**config.mk**
```make
export PLATFORM = sky130hd
export DESIGN_NAME = vera_video_timing
export DESIGN_NICKNAME = d
export VERILOG_FILES = /design/src/rtl/vera_video_pkg.sv /design/src/rtl/vera_sync_delay.sv /design/src/rtl/vera_video_timing.sv
export SDC_FILE = /design/constraint.sdc
export NUM_CORES = 1
export LEC_CHECK = 0
export ABC_AREA = 1
export BUFFER_PORTS_ARGS = -buffer_cell sky130_fd_sc_hd__buf_2
export CORE_AREA = 2 2 98 62
export CTS_CLUSTER_SIZE = 8
export DETAILED_ROUTE_END_ITERATION = 8
export DIE_AREA = 0 0 100 64
export GPL_TIMING_DRIVEN = 1
export HOLD_SLACK_MARGIN = 0.03
export PLACE_DENSITY = 0.72
export SLEW_MARGIN = 20
export SYNTH_ARGS = -nofsm -noshare
export SYNTH_HDL_FRONTEND = slang
export SYNTH_SLANG_ARGS = --single-unit
```
**constraint.sdc**
```tcl
create_clock -name clk -period 3.1 [get_ports clk]
set_input_delay 0.62 -clock clk [delete_from_list [all_inputs] [get_ports clk]]
set_output_delay 0.62 -clock clk [all_outputs]
set_load 0.05 [all_outputs]
```
**src/rtl/vera_video_pkg.sv**
```systemverilog
// Shared timing definitions for the VERA demo raster generator.
package vera_video_pkg;

    // One axis of raster timing, all values in pixels (horizontal) or lines (vertical).
    typedef struct packed {
        logic [9:0] active;
        logic [9:0] fp;
        logic [9:0] sync;
        logic [9:0] bp;
    } timing_t;

    localparam timing_t T_H = '{active: 10'd640, fp: 10'd16, sync: 10'd96, bp: 10'd48};
    localparam timing_t T31 = '{active: 10'd480, fp: 10'd10, sync: 10'd2,  bp: 10'd33};
    localparam timing_t T15 = '{active: 10'd240, fp: 10'd4,  sync: 10'd3,  bp: 10'd15};

    // Sync/blank idle pattern {HB,HS,VB,VS}: blanked, no sync.
    localparam logic [3:0] SB_IDLE = 4'b1010;

    // Full period of one axis; kept 12 bits wide so oversized settings stay detectable.
    function automatic logic [11:0] total(input timing_t t);
        return {2'b00, t.active} + {2'b00, t.fp} + {2'b00, t.sync} + {2'b00, t.bp};
    endfunction

    // First position after the sync pulse (exclusive end of sync).
    function automatic logic [11:0] sync_end(input timing_t t);
        return {2'b00, t.active} + {2'b00, t.fp} + {2'b00, t.sync};
    endfunction

    localparam logic [11:0] H_TOTAL = total(T_H);

endpackage

```
**src/rtl/vera_sync_delay.sv**
```systemverilog
// Enable-qualified shift register used to align sync/blank with downstream pipelines.
module vera_sync_delay #(
    parameter int               WIDTH   = 4,
    parameter int               DEPTH   = 3,
    parameter logic [WIDTH-1:0] RST_VAL = '0
) (
    input  logic             clk,
    input  logic             reset,
    input  logic             en,
    input  logic [WIDTH-1:0] din,
    output logic [WIDTH-1:0] dout
);

    logic [WIDTH-1:0] stage_q [DEPTH];
    logic [WIDTH-1:0] stage_d [DEPTH];

    // Next-state: shift one stage per enable, otherwise hold.
    always_comb begin
        for (int i = 0; i < DEPTH; i++) begin
            stage_d[i] = stage_q[i];
        end
        if (en) begin
            stage_d[0] = din;
            for (int i = 1; i < DEPTH; i++) begin
                stage_d[i] = stage_q[i-1];
            end
        end else begin
            stage_d[0] = stage_q[0];
        end
    end

    // Stage registers; reset fills every stage with the idle pattern.
    always_ff @(posedge clk) begin
        if (reset) begin
            for (int i = 0; i < DEPTH; i++) begin
                stage_q[i] <= RST_VAL;
            end
        end else begin
            for (int i = 0; i < DEPTH; i++) begin
                stage_q[i] <= stage_d[i];
            end
        end
    end

    assign dout = stage_q[DEPTH-1];

endmodule

```
**src/rtl/vera_video_timing.sv**
```systemverilog
// Raster timing generator: pixel enable, counters, fetch window and
// pipeline-aligned sync/blank for the VERA composer (31 kHz / 15 kHz).
module vera_video_timing
    import vera_video_pkg::*;
#(
    parameter int      CE_DIV   = 2,
    parameter int      PIPE_DLY = 3,
    parameter timing_t H_TIM    = T_H,
    parameter timing_t V31_TIM  = T31,
    parameter timing_t V15_TIM  = T15
) (
    input  logic       clk,
    input  logic       reset,
    input  logic       scandouble,
    output logic       ce_pix,
    output logic [9:0] h_cnt,
    output logic [9:0] v_cnt,
    output logic [7:0] row,
    output logic       line_start,
    output logic       frame_start,
    output logic       fetch,
    output logic       HBlank,
    output logic       HSync,
    output logic       VBlank,
    output logic       VSync
);

    // Elaboration-time sanity of the parameter set.
    if (total(H_TIM) > 12'd1024 || total(V31_TIM) > 12'd1024 || total(V15_TIM) > 12'd1024) begin : g_total_chk
        $error("vera_video_timing: timing totals must fit a 10-bit counter");
    end
    if (PIPE_DLY < 0 || PIPE_DLY > 7) begin : g_dly_chk
        $error("vera_video_timing: PIPE_DLY must be 0..7");
    end
    if (CE_DIV < 1) begin : g_div_chk
        $error("vera_video_timing: CE_DIV must be at least 1");
    end

    localparam int DIV_W = $clog2(2 * CE_DIV) + 1;
    localparam logic [DIV_W-1:0] DIV31_LAST = DIV_W'(CE_DIV - 1);
    localparam logic [DIV_W-1:0] DIV15_LAST = DIV_W'(2 * CE_DIV - 1);

    localparam logic [9:0] H_LAST   = 10'(total(H_TIM) - 12'd1);
    localparam logic [9:0] H_ACT    = H_TIM.active;
    localparam logic [9:0] HS_START = 10'({2'b00, H_TIM.active} + {2'b00, H_TIM.fp});
    localparam logic [9:0] HS_END   = 10'(sync_end(H_TIM));

    localparam logic [9:0] V31_LAST  = 10'(total(V31_TIM) - 12'd1);
    localparam logic [9:0] V31_ACT   = V31_TIM.active;
    localparam logic [9:0] V31_START = 10'({2'b00, V31_TIM.active} + {2'b00, V31_TIM.fp});
    localparam logic [9:0] V31_END   = 10'(sync_end(V31_TIM));

    localparam logic [9:0] V15_LAST  = 10'(total(V15_TIM) - 12'd1);
    localparam logic [9:0] V15_ACT   = V15_TIM.active;
    localparam logic [9:0] V15_START = 10'({2'b00, V15_TIM.active} + {2'b00, V15_TIM.fp});
    localparam logic [9:0] V15_END   = 10'(sync_end(V15_TIM));

    logic [DIV_W-1:0] div_q, div_d;
    logic             mode_q, mode_d;
    logic             ce_pix_q, ce_pix_d;
    logic [9:0]       h_cnt_q, h_cnt_d;
    logic [9:0]       v_cnt_q, v_cnt_d;
    logic [7:0]       row_q, row_d;
    logic             line_start_q, line_start_d;
    logic             frame_start_q, frame_start_d;
    logic             fetch_q, fetch_d;
    logic [3:0]       dec_q, dec_d;

    logic [DIV_W-1:0] div_last_s;
    logic             tick_s;
    logic             h_wrap_s;
    logic             v_wrap_s;
    logic             frame_end_s;
    logic [9:0]       h_next_s;
    logic [9:0]       v_next_s;
    logic [9:0]       v_act_s;
    logic [9:0]       vs_start_s;
    logic [9:0]       vs_end_s;
    logic [3:0]       dly_s;

    // Pixel divider and raster position bookkeeping for the current clk.
    always_comb begin
        div_last_s  = mode_q ? DIV31_LAST : DIV15_LAST;
        tick_s      = (div_q == div_last_s);
        h_wrap_s    = (h_cnt_q == H_LAST);
        v_wrap_s    = (v_cnt_q == (mode_q ? V31_LAST : V15_LAST));
        frame_end_s = tick_s & h_wrap_s & v_wrap_s;
        // Mode only changes as the last pixel of a frame retires, so a frame never mixes timings.
        mode_d      = frame_end_s ? scandouble : mode_q;
        div_d       = tick_s ? {DIV_W{1'b0}} : (div_q + DIV_W'(1));
        if (h_wrap_s) begin
            h_next_s = 10'd0;
            v_next_s = v_wrap_s ? 10'd0 : (v_cnt_q + 10'd1);
        end else begin
            h_next_s = h_cnt_q + 10'd1;
            v_next_s = v_cnt_q;
        end
        // Vertical decode follows the mode the new position belongs to.
        v_act_s    = mode_d ? V31_ACT   : V15_ACT;
        vs_start_s = mode_d ? V31_START : V15_START;
        vs_end_s   = mode_d ? V31_END   : V15_END;
    end

    // Next values of all registered outputs; everything moves only on a pixel tick.
    always_comb begin
        ce_pix_d      = tick_s;
        h_cnt_d       = h_cnt_q;
        v_cnt_d       = v_cnt_q;
        row_d         = row_q;
        line_start_d  = 1'b0;
        frame_start_d = 1'b0;
        fetch_d       = fetch_q;
        dec_d         = dec_q;
        if (tick_s) begin
            h_cnt_d       = h_next_s;
            v_cnt_d       = v_next_s;
            row_d         = mode_d ? v_next_s[8:1] : v_next_s[7:0];
            line_start_d  = (h_next_s == 10'd0);
            frame_start_d = (h_next_s == 10'd0) && (v_next_s == 10'd0);
            fetch_d       = (h_next_s < H_ACT) && (v_next_s < v_act_s);
            dec_d         = {(h_next_s >= H_ACT),
                             (h_next_s >= HS_START) && (h_next_s < HS_END),
                             (v_next_s >= v_act_s),
                             (v_next_s >= vs_start_s) && (v_next_s < vs_end_s)};
        end else begin
            h_cnt_d = h_cnt_q;
        end
    end

    // Timing state registers with synchronous reset; mode is captured while in reset.
    always_ff @(posedge clk) begin
        if (reset) begin
            div_q         <= {DIV_W{1'b0}};
            mode_q        <= scandouble;
            ce_pix_q      <= 1'b0;
            h_cnt_q       <= 10'd0;
            v_cnt_q       <= 10'd0;
            row_q         <= 8'd0;
            line_start_q  <= 1'b0;
            frame_start_q <= 1'b0;
            fetch_q       <= 1'b0;
            dec_q         <= SB_IDLE;
        end else begin
            div_q         <= div_d;
            mode_q        <= mode_d;
            ce_pix_q      <= ce_pix_d;
            h_cnt_q       <= h_cnt_d;
            v_cnt_q       <= v_cnt_d;
            row_q         <= row_d;
            line_start_q  <= line_start_d;
            frame_start_q <= frame_start_d;
            fetch_q       <= fetch_d;
            dec_q         <= dec_d;
        end
    end

    // Composer-latency alignment of sync/blank; depth 0 uses the decode directly.
    if (PIPE_DLY > 0) begin : g_dly
        vera_sync_delay #(
            .WIDTH   (4),
            .DEPTH   (PIPE_DLY),
            .RST_VAL (SB_IDLE)
        ) u_sync_delay (
            .clk   (clk),
            .reset (reset),
            .en    (tick_s),
            .din   (dec_q),
            .dout  (dly_s)
        );
    end else begin : g_nodly
        assign dly_s = dec_q;
    end

    assign ce_pix      = ce_pix_q;
    assign h_cnt       = h_cnt_q;
    assign v_cnt       = v_cnt_q;
    assign row         = row_q;
    assign line_start  = line_start_q;
    assign frame_start = frame_start_q;
    assign fetch       = fetch_q;
    assign HBlank      = dly_s[3];
    assign HSync       = dly_s[2];
    assign VBlank      = dly_s[1];
    assign VSync       = dly_s[0];

endmodule

```
==> results by group <==
Synth
  • Yosys reg bits: 52
  • Warnings, synthesis: 0
  • Syn nets: roughly 410
  • Cell Area, Synth: between 2000 and 3000 µm²
  • Syn_area_per_cell: 6.920 µm²
  • Register area share after synthesis: between 30% and 40%
  • Cells after Synth: between 300 and 400
  • Yosys cell types: 33

Placed design
  • Port buffer count: 38
  • Post-Place Cell Area: 2993 µm²
  • Final HPWL DP: 5234 µm
  • GPL Wtd Cong: about 0.97

Drt
  • Detailed Routing Iterations Pass 1: 6
  • DRC: 0
  • DRT antenna net count: 0
  • Drt wl/cell: 14.20 µm
  • Post-Route WL: approximately 7000 µm
  • 1st-iter DRT viols: roughly 180
  • DR vias: about 2.7k
  • Drt via density: about 5.3

Finish
  • Design area: between 3000 and 4000 µm²
  • Inserted Diodes: 0
  • Final net count: 450
  • Layout cells sized above 1: 20.14%
  • P&R area growth vs syn: 14.23%
  • # fillers: between 500 and 600

Clock tree
  • Max clock buf depth: 2
  • CTS sink cnt: 52
  • Root buf cell: clkbuf_8
  • CTS tree: done
  • Clock-pin slew on the worst setup and hold paths: roughly 110 ps
  • Worst skew pair latency: ~310 ps
  • H-Tree Depth: 2
  • CTS Buf Count: 5
  • CTS Hold Bufs: 0

Die
  • Initial Util: 49.89%
  • Die area: 6400 µm²
  • FP Rows: 21
  • Core ar.: 5465 µm²
  • Die Y: between 60 and 70 µm
  • Die width: 100 µm
  • IO Pins: 39

STA
  • Final period util: between 80% and 90%
  • Fin. Hold Viols: 0
  • Clock skew: 7.513 ps
  • Fin. max-slew vios: 0
  • Max_slew headroom: about three fifths
  • Setup violators final: 0
  • Post-route minimum period: 2785 ps
  • Slew @ Worst Pin: between 600 and 700 ps
  • FMAX: 359.1 MHz

Worst setup path
  • R2R Setup Slk: about 310 ps
  • Crit Path Max Fanout: 7
  • CP Launch Type: flop
  • Crit end category: flop
  • Critical path class: flop to flop
  • CP required: 3360 ps
  • Reg2reg start: h_cnt[0]$_SDFFE_PP0N_
  • R2R Path End: dec_q[0]$_SDFFE_PP0N_
  • Reg2reg path depth: 18
  • Crit path DAT: slightly above 3000 ps

Global route
  • Largest net degree at the start of global routing: 29
  • First-pass GRT wire length: 11850 µm
  • Overall global routing resource usage: between 20% and 30%
  • Vias in the first global route: around 2.4k
  • Initial antenna violation count: 0
  • Gr ovfl total: 0

Power
  • Leakage dissipation: roughly 1.5 nW
  • Final Power: 1.271 mW
  • Pwr/cell area: a little over 400 nW/µm²
  • Worst vdd rail ir drop: about 0.22 mV

Worst hold path
  • Hold EP: div_q[0]$_SDFF_PP0_
  • HP Start: div_q[0]$_SDFF_PP0_
  • Worst min-delay path class: flop to flop
  • Worst Hold Path Cells: 1

Status
  • Outcome: complete, no violations

Flow run
  • Maxcap violations: 0
[flip-flops by register name (all words and copies together) (netlist names)]
name	cells
frame_start	1
g_dly.u_sync_delay.stage_q	12
row	8
ce_pix	1
line_start	1
div_q	3
h_cnt	10
mode_q	1
fetch	1
v_cnt	10
dec_q	4
[synthesized netlist by cell type (all sizes together)]
library cell  instances  area share [%]
a22o                  1            0.32
o21ai                29             5.5
nand4                 7             1.8
inv                  57             7.9
buf                   6             1.2
dfxtp                52              38
xor2                  1            0.32
nor3                  5            0.92
a21oi                 9             1.7
nand2                93              14
nand3                34             7.3
clkbuf                4            0.55
ha                   11             5.0
xnor2                 2            0.64
o22ai                19             4.4
nor2                 58             9.1
o211ai                1            0.28
o31ai                 1            0.28
or2                   1            0.23
a22oi                 3            0.83
[routing by layer]
metal | routed length [µm] | GRT usage [%]
met1 | 3636 | 35.41
met2 | 2984 | 34.80
met3 | 518 | 3.829
met4 | 46 | 4.966
met5 | 0 | 0
[cell type report]
cell class | count | area [µm²] | share of cell area [%]
well taps | 69 | 86.33 | 2.772
clock inverters | 3 | 25.02 | 0.8035
repair buffers | 45 | 242.7 | 7.794
flip-flops and latches | 52 | 1044 | 33.51
inverters | 57 | 216.5 | 6.951
clock buffers | 5 | 68.82 | 2.210
multi-input cells | 275 | 1431 | 45.96
[where the power goes]
group	internal, mW	leakage [nW]	switching (mW)	total (mW)
clock network	0.165	0.0452	0.251	0.417
registers	0.689	0.422	0.0140	0.702
logic	0.0376	0.999	0.114	0.151
total	0.891	1.47	0.379	1.27
[logic make-up after synthesis]
kind of cell	after synthesis	share of synthesized area, %
xor gates and xnor gates	3	0.9639
buffers and inverters	67	9.684
and+or+nand+nor	198	32.95
AOI/OAI and AO/OA	63	13.17
adders and majority gates	11	5.048
DFF	52	38.18
[layout by cell type (no fill, tap or decap), types with 3 or more instances in the layout]
master and count:
ha_1 11, nand4_1 6, inv_1 46, nand2_1 87
dfxtp_1 50, nor2_4 3, a22oi_1 3, nor3_1 5
nor2_2 6, nor2_1 49, o22ai_1 19, o21ai_0 13
a21oi_1 9, inv_2 10, buf_4 7, nand3_1 30
clkbuf_8 5, nand3_2 3, o21ai_1 15, buf_2 38
nand2_2 4
[metrics by stage]
stage	TNS [ps]	utilization [%]	hold slack [ps]	instances	worst slack, ps
after floorplan	0	-	417.3	394	176.9
after CTS	0	56.48	457.0	504	189.7
after detailed placement	0	54.76	435.3	496	227.4
final	0	56.98	456.4	506	314.9
after global routing	-3.180	56.98	482.5	506	-3.180
after global placement	0	54.76	431.0	496	304.2
[worst max path at each step]
stage                     startpoint  slack [ps]  depth (start not counted)                     to
6_report       h_cnt[0]$_SDFFE_PP0N_         310                         18  dec_q[0]$_SDFFE_PP0N_
5_1_grt        h_cnt[0]$_SDFFE_PP0N_          -3                         17  dec_q[0]$_SDFFE_PP0N_
4_1_cts        h_cnt[0]$_SDFFE_PP0N_         190                         17  dec_q[0]$_SDFFE_PP0N_
3_5_place_dp   h_cnt[0]$_SDFFE_PP0N_         230                         17  dec_q[0]$_SDFFE_PP0N_
3_3_place_gp   h_cnt[0]$_SDFFE_PP0N_         300                         17  dec_q[0]$_SDFFE_PP0N_
2_1_floorplan  h_cnt[0]$_SDFFE_PP0N_         180                         17  dec_q[0]$_SDFFE_PP0N_
[timing repair]
action                                  in CTS  in global routing
resized for setup                            0                  5
endpoints found under the setup margin       0                  1
setup buffers                                0                  2
[worst max-delay path, cell delays in order, from the launching register on]
cell,delay (ps)
dfxtp_2,400
ha_1,230
nand2_2,70
nor2_2,150
nand2_2,100
nor2_4,180
buf_4,180
nand3_4,120
nand3_1,160
inv_1,110
ha_1,220
or2_2,290
nor2_1,100
nand3_1,80
nor2_1,110
nand2_1,60
nor2_1,80
nand2_1,60
nand2_1,50
No activity file was read; power rests on OpenSTA's default activity.
